`config.mk`:
```
export PLATFORM = sky130hd
export DESIGN_NAME = regfile_write_arbiter_flat
export DESIGN_NICKNAME = d
export VERILOG_FILES = /design/src/rtl/regfile_write_arbiter_if.sv /design/src/rtl/regfile_write_arbiter.sv /design/src/flat_wrapper.sv
export SDC_FILE = /design/constraint.sdc
export NUM_CORES = 1
export LEC_CHECK = 0
export CORE_AREA = 3 3 113 115
export CTS_BUF_LIST = sky130_fd_sc_hd__clkbuf_16
export CTS_CLUSTER_DIAMETER = 200
export CTS_CLUSTER_SIZE = 24
export DETAILED_ROUTE_END_ITERATION = 10
export DIE_AREA = 0 0 116 118
export HOLD_SLACK_MARGIN = 0.08
export PLACE_DENSITY = 0.77
export SLEW_MARGIN = 20
export SYNTH_ARGS = -nofsm -noshare
export SYNTH_HDL_FRONTEND = slang
export SYNTH_SLANG_ARGS = --single-unit
```
`constraint.sdc`:
```
create_clock -name clk -period 1.95 [get_ports clk]
set_clock_uncertainty 0.2 [all_clocks]
set_input_delay 0.39 -clock clk [delete_from_list [all_inputs] [get_ports clk]]
set_output_delay 0.39 -clock clk [all_outputs]
set_load 0.03 [all_outputs]
```
`src/rtl/regfile_write_arbiter_if.sv`:
```
// Writeback bus shared by the two result sources and the register-file write port.
// The arbiter sits on the slave side; the pipeline/test driver sits on the master side.
interface regfile_write_arbiter_if #(
  parameter int DW = 32,
  parameter int AW = 5,
  parameter int CW = 16
);
  logic              a_valid;
  logic              a_ready;
  logic [AW-1:0]     a_rd;
  logic [DW-1:0]     a_data;
  logic              b_valid;
  logic              b_ready;
  logic [AW-1:0]     b_rd;
  logic [DW-1:0]     b_data;
  logic              we;
  logic [AW-1:0]     wr_addr;
  logic [DW-1:0]     wr_data;
  logic [2**AW-1:0]  pending;
  logic [CW-1:0]     stall_cnt;

  modport master (
    output a_valid, a_rd, a_data, b_valid, b_rd, b_data,
    input  a_ready, b_ready, we, wr_addr, wr_data, pending, stall_cnt
  );

  modport slave (
    input  a_valid, a_rd, a_data, b_valid, b_rd, b_data,
    output a_ready, b_ready, we, wr_addr, wr_data, pending, stall_cnt
  );
endinterface

```
`src/rtl/regfile_write_arbiter.sv`:
```
// Two-source writeback arbiter for a single register-file write port: one holding
// register per source, round-robin grant (B wins same-destination ties), pending mask.
module regfile_write_arbiter #(
  parameter int DW = 32,
  parameter int AW = 5,
  parameter int CW = 16
) (
  input  logic                    clk,
  input  logic                    reset,
  regfile_write_arbiter_if.slave  wb
);

  logic              ha_valid_r;
  logic [AW-1:0]     ha_rd_r;
  logic [DW-1:0]     ha_data_r;
  logic              hb_valid_r;
  logic [AW-1:0]     hb_rd_r;
  logic [DW-1:0]     hb_data_r;
  logic              rr_r;
  logic [CW-1:0]     stall_r;

  logic              grant_a_s;
  logic              grant_b_s;
  logic              a_ready_s;
  logic              b_ready_s;
  logic              stall_s;
  logic [AW-1:0]     wr_addr_s;
  logic [DW-1:0]     wr_data_s;
  logic [2**AW-1:0]  pending_s;

  function automatic logic [2**AW-1:0] decode_rd(input logic [AW-1:0] rd);
    decode_rd = {{(2**AW-1){1'b0}}, 1'b1} << rd;
  endfunction

  // Grant selection; B wins same-destination ties because it carries the older instruction.
  always_comb begin
    grant_a_s = 1'b0;
    grant_b_s = 1'b0;
    if (reset) begin
      grant_a_s = 1'b0;
      grant_b_s = 1'b0;
    end else begin
      case ({ha_valid_r, hb_valid_r})
        2'b10: grant_a_s = 1'b1;
        2'b01: grant_b_s = 1'b1;
        2'b11: begin
          if ((ha_rd_r == hb_rd_r) || rr_r) begin
            grant_b_s = 1'b1;
          end else begin
            grant_a_s = 1'b1;
          end
        end
        default: begin
          grant_a_s = 1'b0;
          grant_b_s = 1'b0;
        end
      endcase
    end
  end

  // Handshake, write-port muxing and pending mask, all forced quiet while in reset.
  always_comb begin
    a_ready_s = 1'b0;
    b_ready_s = 1'b0;
    stall_s   = 1'b0;
    wr_addr_s = {AW{1'b0}};
    wr_data_s = {DW{1'b0}};
    pending_s = {(2**AW){1'b0}};
    if (reset) begin
      a_ready_s = 1'b0;
      b_ready_s = 1'b0;
    end else begin
      a_ready_s = !ha_valid_r || grant_a_s;
      b_ready_s = !hb_valid_r || grant_b_s;
      stall_s   = (ha_valid_r && !grant_a_s) || (hb_valid_r && !grant_b_s);
      if (grant_a_s) begin
        wr_addr_s = ha_rd_r;
        wr_data_s = ha_data_r;
      end else if (grant_b_s) begin
        wr_addr_s = hb_rd_r;
        wr_data_s = hb_data_r;
      end else begin
        wr_addr_s = {AW{1'b0}};
        wr_data_s = {DW{1'b0}};
      end
      if (ha_valid_r) begin
        pending_s = pending_s | decode_rd(ha_rd_r);
      end else begin
        pending_s = pending_s;
      end
      if (hb_valid_r) begin
        pending_s = pending_s | decode_rd(hb_rd_r);
      end else begin
        pending_s = pending_s;
      end
      pending_s[0] = 1'b0;
    end
  end

  // Holding registers, round-robin pointer and saturating stall counter.
  always_ff @(posedge clk) begin
    if (reset) begin
      ha_valid_r <= 1'b0;
      ha_rd_r    <= {AW{1'b0}};
      ha_data_r  <= {DW{1'b0}};
      hb_valid_r <= 1'b0;
      hb_rd_r    <= {AW{1'b0}};
      hb_data_r  <= {DW{1'b0}};
      rr_r       <= 1'b1;
      stall_r    <= {CW{1'b0}};
    end else begin
      // Writes to R0 are accepted but parked as invalid so they never issue.
      if (wb.a_valid && a_ready_s) begin
        ha_valid_r <= (wb.a_rd != {AW{1'b0}});
        ha_rd_r    <= wb.a_rd;
        ha_data_r  <= wb.a_data;
      end else if (grant_a_s) begin
        ha_valid_r <= 1'b0;
      end
      if (wb.b_valid && b_ready_s) begin
        hb_valid_r <= (wb.b_rd != {AW{1'b0}});
        hb_rd_r    <= wb.b_rd;
        hb_data_r  <= wb.b_data;
      end else if (grant_b_s) begin
        hb_valid_r <= 1'b0;
      end
      if (ha_valid_r && hb_valid_r) begin
        rr_r <= grant_a_s;
      end
      if (stall_s && (stall_r != {CW{1'b1}})) begin
        stall_r <= stall_r + {{(CW-1){1'b0}}, 1'b1};
      end
    end
  end

  assign wb.a_ready   = a_ready_s;
  assign wb.b_ready   = b_ready_s;
  assign wb.we        = grant_a_s || grant_b_s;
  assign wb.wr_addr   = wr_addr_s;
  assign wb.wr_data   = wr_data_s;
  assign wb.pending   = pending_s;
  assign wb.stall_cnt = stall_r;

endmodule

```
`src/flat_wrapper.sv`:
```
// flat-port wrapper written by rule: the top's interface ports become plain ports
module regfile_write_arbiter_flat 
#(
  parameter int DW = 32,
  parameter int AW = 5,
  parameter int CW = 16
)
  (clk, reset, wb_a_valid, wb_a_rd, wb_a_data, wb_b_valid, wb_b_rd, wb_b_data, wb_a_ready, wb_b_ready, wb_we, wb_wr_addr, wb_wr_data, wb_pending, wb_stall_cnt);
  regfile_write_arbiter_if #(.DW(DW), .AW(AW), .CW(CW)) wb_i ();
  input  logic clk;
  input  logic reset;
  input wire logic [$bits(wb_i.a_valid)-1:0] wb_a_valid;
  input wire logic [$bits(wb_i.a_rd)-1:0] wb_a_rd;
  input wire logic [$bits(wb_i.a_data)-1:0] wb_a_data;
  input wire logic [$bits(wb_i.b_valid)-1:0] wb_b_valid;
  input wire logic [$bits(wb_i.b_rd)-1:0] wb_b_rd;
  input wire logic [$bits(wb_i.b_data)-1:0] wb_b_data;
  output wire logic [$bits(wb_i.a_ready)-1:0] wb_a_ready;
  output wire logic [$bits(wb_i.b_ready)-1:0] wb_b_ready;
  output wire logic [$bits(wb_i.we)-1:0] wb_we;
  output wire logic [$bits(wb_i.wr_addr)-1:0] wb_wr_addr;
  output wire logic [$bits(wb_i.wr_data)-1:0] wb_wr_data;
  output wire logic [$bits(wb_i.pending)-1:0] wb_pending;
  output wire logic [$bits(wb_i.stall_cnt)-1:0] wb_stall_cnt;
  assign wb_i.a_valid = wb_a_valid;
  assign wb_i.a_rd = wb_a_rd;
  assign wb_i.a_data = wb_a_data;
  assign wb_i.b_valid = wb_b_valid;
  assign wb_i.b_rd = wb_b_rd;
  assign wb_i.b_data = wb_b_data;
  assign wb_a_ready = wb_i.a_ready;
  assign wb_b_ready = wb_i.b_ready;
  assign wb_we = wb_i.we;
  assign wb_wr_addr = wb_i.wr_addr;
  assign wb_wr_data = wb_i.wr_data;
  assign wb_pending = wb_i.pending;
  assign wb_stall_cnt = wb_i.stall_cnt;
  regfile_write_arbiter #(.DW(DW), .AW(AW), .CW(CW)) u_core (.clk(clk), .reset(reset), .wb(wb_i));
endmodule
```
==> out/results.ini <==
[run_status]
status=finished with violations
violations=setup timing

[power_and_ir_drop]
p_comb_frac=0.312
swShare=0.2994
p_sw_mw=1.735
power_frac_seq=0.365
power.total_mw=5.795
p_int_mw=4.060
power.density_nw_per_um2=600.0
peakVddDrop_mv=0.4800
clkPwrFrac=0.323
p_leak_nw=3.913

[route]
drcViolationCount=0
drt_first_iter_violations=499
routed_wl_um=20820
ant_nets=0
wl_per_cell_um=20.41
via_per_inst=5.771
num_vias=5886
first_pass_iters=5

[global_routing]
grt_max_degree=41
grt_use_total=0.2618
antenna_found_initial=0
grt-ovfl-total=0
grt_pass1_wl_um=28840
grt_pass1_vias=5716

[final_layout]
fin_cells=1020
post-route-util=0.8109
area_delta_synth_final_pct=93.58
postLayoutCellArea_um2=9659
antenna_cells=0
fin_nets=947
layout-drive-gt1-share=0.4456

[worst_setup_path]
crit_fanout=5
path_class=reg2out
slowest_stage=dfxtp_4
worstReg2RegStart=u_core.hb_valid_r$_SDFFE_PP0P_
rrSetupSlack_ns=-0.16
rr_endpoint=u_core.wb.stall_cnt[11]$_SDFFE_PP0P_
path_cells=xnor2_4, nand3_4, o21ai_4, buf_12, bufbuf_16, o22ai_4, buf_4
cp_data_arrival_time_ns=1.91
slowest_delay_ns=0.37
reg2reg_depth=8
cp-start-kind=flip-flop
crit_required_ns=1.36
crit_path_end_kind=primary output

[logic_synthesis]
synth_top_area_frac=0.3731
synth.cell_area_um2=4990
synth_compound_area_frac=0.1484
synthTopCellsByCount=124 x nand2_1, 93 x dfxtp_1, 73 x mux2i_1, 51 x inv_1, 40 x o22ai_1
ys_ff_latch=93
synth_most_common_cell=nand2_1
ys.warnings.count=0
synth.avg_cell_area_um2=8.140
async_flop_share=0
synthSimpleGateAreaFrac=0.2146
synth_top_family_by_area=simple AND/OR/NAND/NOR gates
synth_nets=692
synth_top_area_cell=dfxtp_1
synth_ff_type=dfxtp_1
netlist_instances=613
synthXorXnorAreaFrac=0.01329
ys_seq_area_frac=0.3731
synth_edf_count=0
ys_top_cells_by_area=dfxtp_1 37%, mux2i_1 15%, nand2_1 9.3%
synth-adder-area-share=0.002508
netlist-cell-type-count=53
muxShareOfSynthArea=0.1555

[sta]
rsz0062_at_grt=yes
finalCritPeriodShare=1.284
setup_violations=87
drv_slew=0
worst_slack_ns=-0.5546
fin_tns_setup_ns=-29.47
finalHoldViolCount=0
timing.hold.ws_ns=0.2953
max_freq_mhz=399.3
fin_crit_ns=2.505

[floorplan]
start_util=0.4189
coreArea_um2=11910
dieArea_um2=13690
die_h_um=118
dieWidth_um=116
pin_count=166
rows=40

[place]
gp_congestion=0.8544
io_buffers=164
placed_cells=950
dpl.hpwl_um=11550
pre_cts_ws_ns=-0.6427
post_dp_cell_area_um2=7656

[clock_tree]
htree_levels=3
numCtsBuffers=9
root_buffer=clkbuf_16
clock_latency_ns=0.35
cts_max_path_buffers=2
clk_pin_slew_ns=0.07
cts_tree=built
post_cts_hold_buffer_count=0
cts.sinks=93

[run]
cap_viol_max_count=0

[worst_hold_path]
hold-path-endpoint=u_core.ha_valid_r$_SDFFE_PP0P_
worstHoldPathCells=3
hold_path_class=in2reg
hp-start=reset

## per-layer routing
metal | vias up | share of wire | routed length (µm) | global-route usage
met5 | - | 0 | 0 | 0
met4 | 0 | 0.036 | 755 | 0.07397
met3 | 76 | 0.075 | 1561 | 0.05861
met2 | 341 | 0.53 | 10960 | 0.4701
met1 | 2814 | 0.36 | 7536 | 0.3070
li1 | 2655 | - | - | -
## what timing repair did
action | CTS | global route
cloned | 6 | 8
pin swaps | 40 | 42
resized for setup | 240 | 103
endpoints found under the setup margin | 112 | 145
buffers inserted | 24 | 29
## logic make-up (layout without fill, tap and decap cells)
logic type / after synthesis / in the layout
buf+inv: 99 / 359
other cells: 1 / 1
flops: 93 / 93
simple gates: 226 / 226
mux: 77 / 77
fa+ha+maj: 1 / 1
compound gates: 111 / 111
xor+xnor: 5 / 5
## final cells by class
cell class	count	area [µm²]
Tap cell	147	183.9
Sequential cell	93	1899
Clock buffer	9	225.2
Clock inverter	7	83.83
Multi-Input combinational cell	421	3859
Fill cell	693	2252
Inverter	52	196.4
Timing Repair Buffer	291	3212
## power by group through the flow
stage | registers, mW | logic [mW] | clock network, mW
2_1_floorplan | 2.13 | 0.802 | 0
3_3_place_gp | 2.13 | 1.24 | 0
3_5_place_dp | 2.14 | 1.28 | 0
4_1_cts | 2.10 | 1.54 | 1.88
5_1_grt | 2.12 | 1.89 | 1.96
6_report | 2.11 | 1.81 | 1.87
## how the worst max path moves through the flow
stage | from | to | slack, ns | depth (start not counted)
3_5_place_dp | u_core.ha_valid_r$_SDFFE_PP0P_ | wb_wr_data[0] | -0.64 | 6
3_3_place_gp | u_core.ha_rd_r[4]$_SDFFE_PP0P_ | wb_wr_addr[3] | -0.57 | 6
5_1_grt | u_core.hb_rd_r[0]$_SDFFE_PP0P_ | wb_wr_data[0] | -0.63 | 8
4_1_cts | u_core.hb_rd_r[1]$_SDFFE_PP0P_ | wb_wr_data[19] | -0.56 | 8
6_report | u_core.ha_rd_r[1]$_SDFFE_PP0P_ | wb_wr_data[20] | -0.55 | 7
2_1_floorplan | reset | wb_pending[29] | -0.20 | 4
## worst max-delay path: cells and delay by family, from the launching register on
| kind | cells | cell delay, ns |
|---|---|---|
| buffers and inverters | 3 | 0.59 |
| flip-flops | 1 | 0.37 |
| AO/OA/AOI/OAI | 2 | 0.25 |
| XOR/XNOR | 1 | 0.22 |
| AND/OR/NAND/NOR | 1 | 0.13 |
## state kept, by name, indices dropped and copies added, names as in the netlist
signal	flops
u_core.wb.stall_cnt	16
u_core.hb_data_r	32
u_core.ha_rd_r	5
u_core.hb_rd_r	5
u_core.rr_r	1
u_core.hb_valid_r	1
u_core.ha_valid_r	1
u_core.ha_data_r	32
## layout by cell type (no fill, tap or decap), types with 7 or more instances in the layout
cell type / n
nand2_1: 119
buf_12: 15
dfxtp_1: 75
buf_4: 73
mux2i_1: 71
nor3b_4: 9
nand3_1: 8
nor2_2: 25
inv_1: 53
buf_6: 91
dlygate4sd2_1: 16
a21oi_1: 8
a22oi_2: 20
clkbuf_16: 15
clkdlybuf4s50_1: 75
o22ai_4: 34
buf_8: 7
dfxtp_2: 12
(Power assumes the default switching activity.)
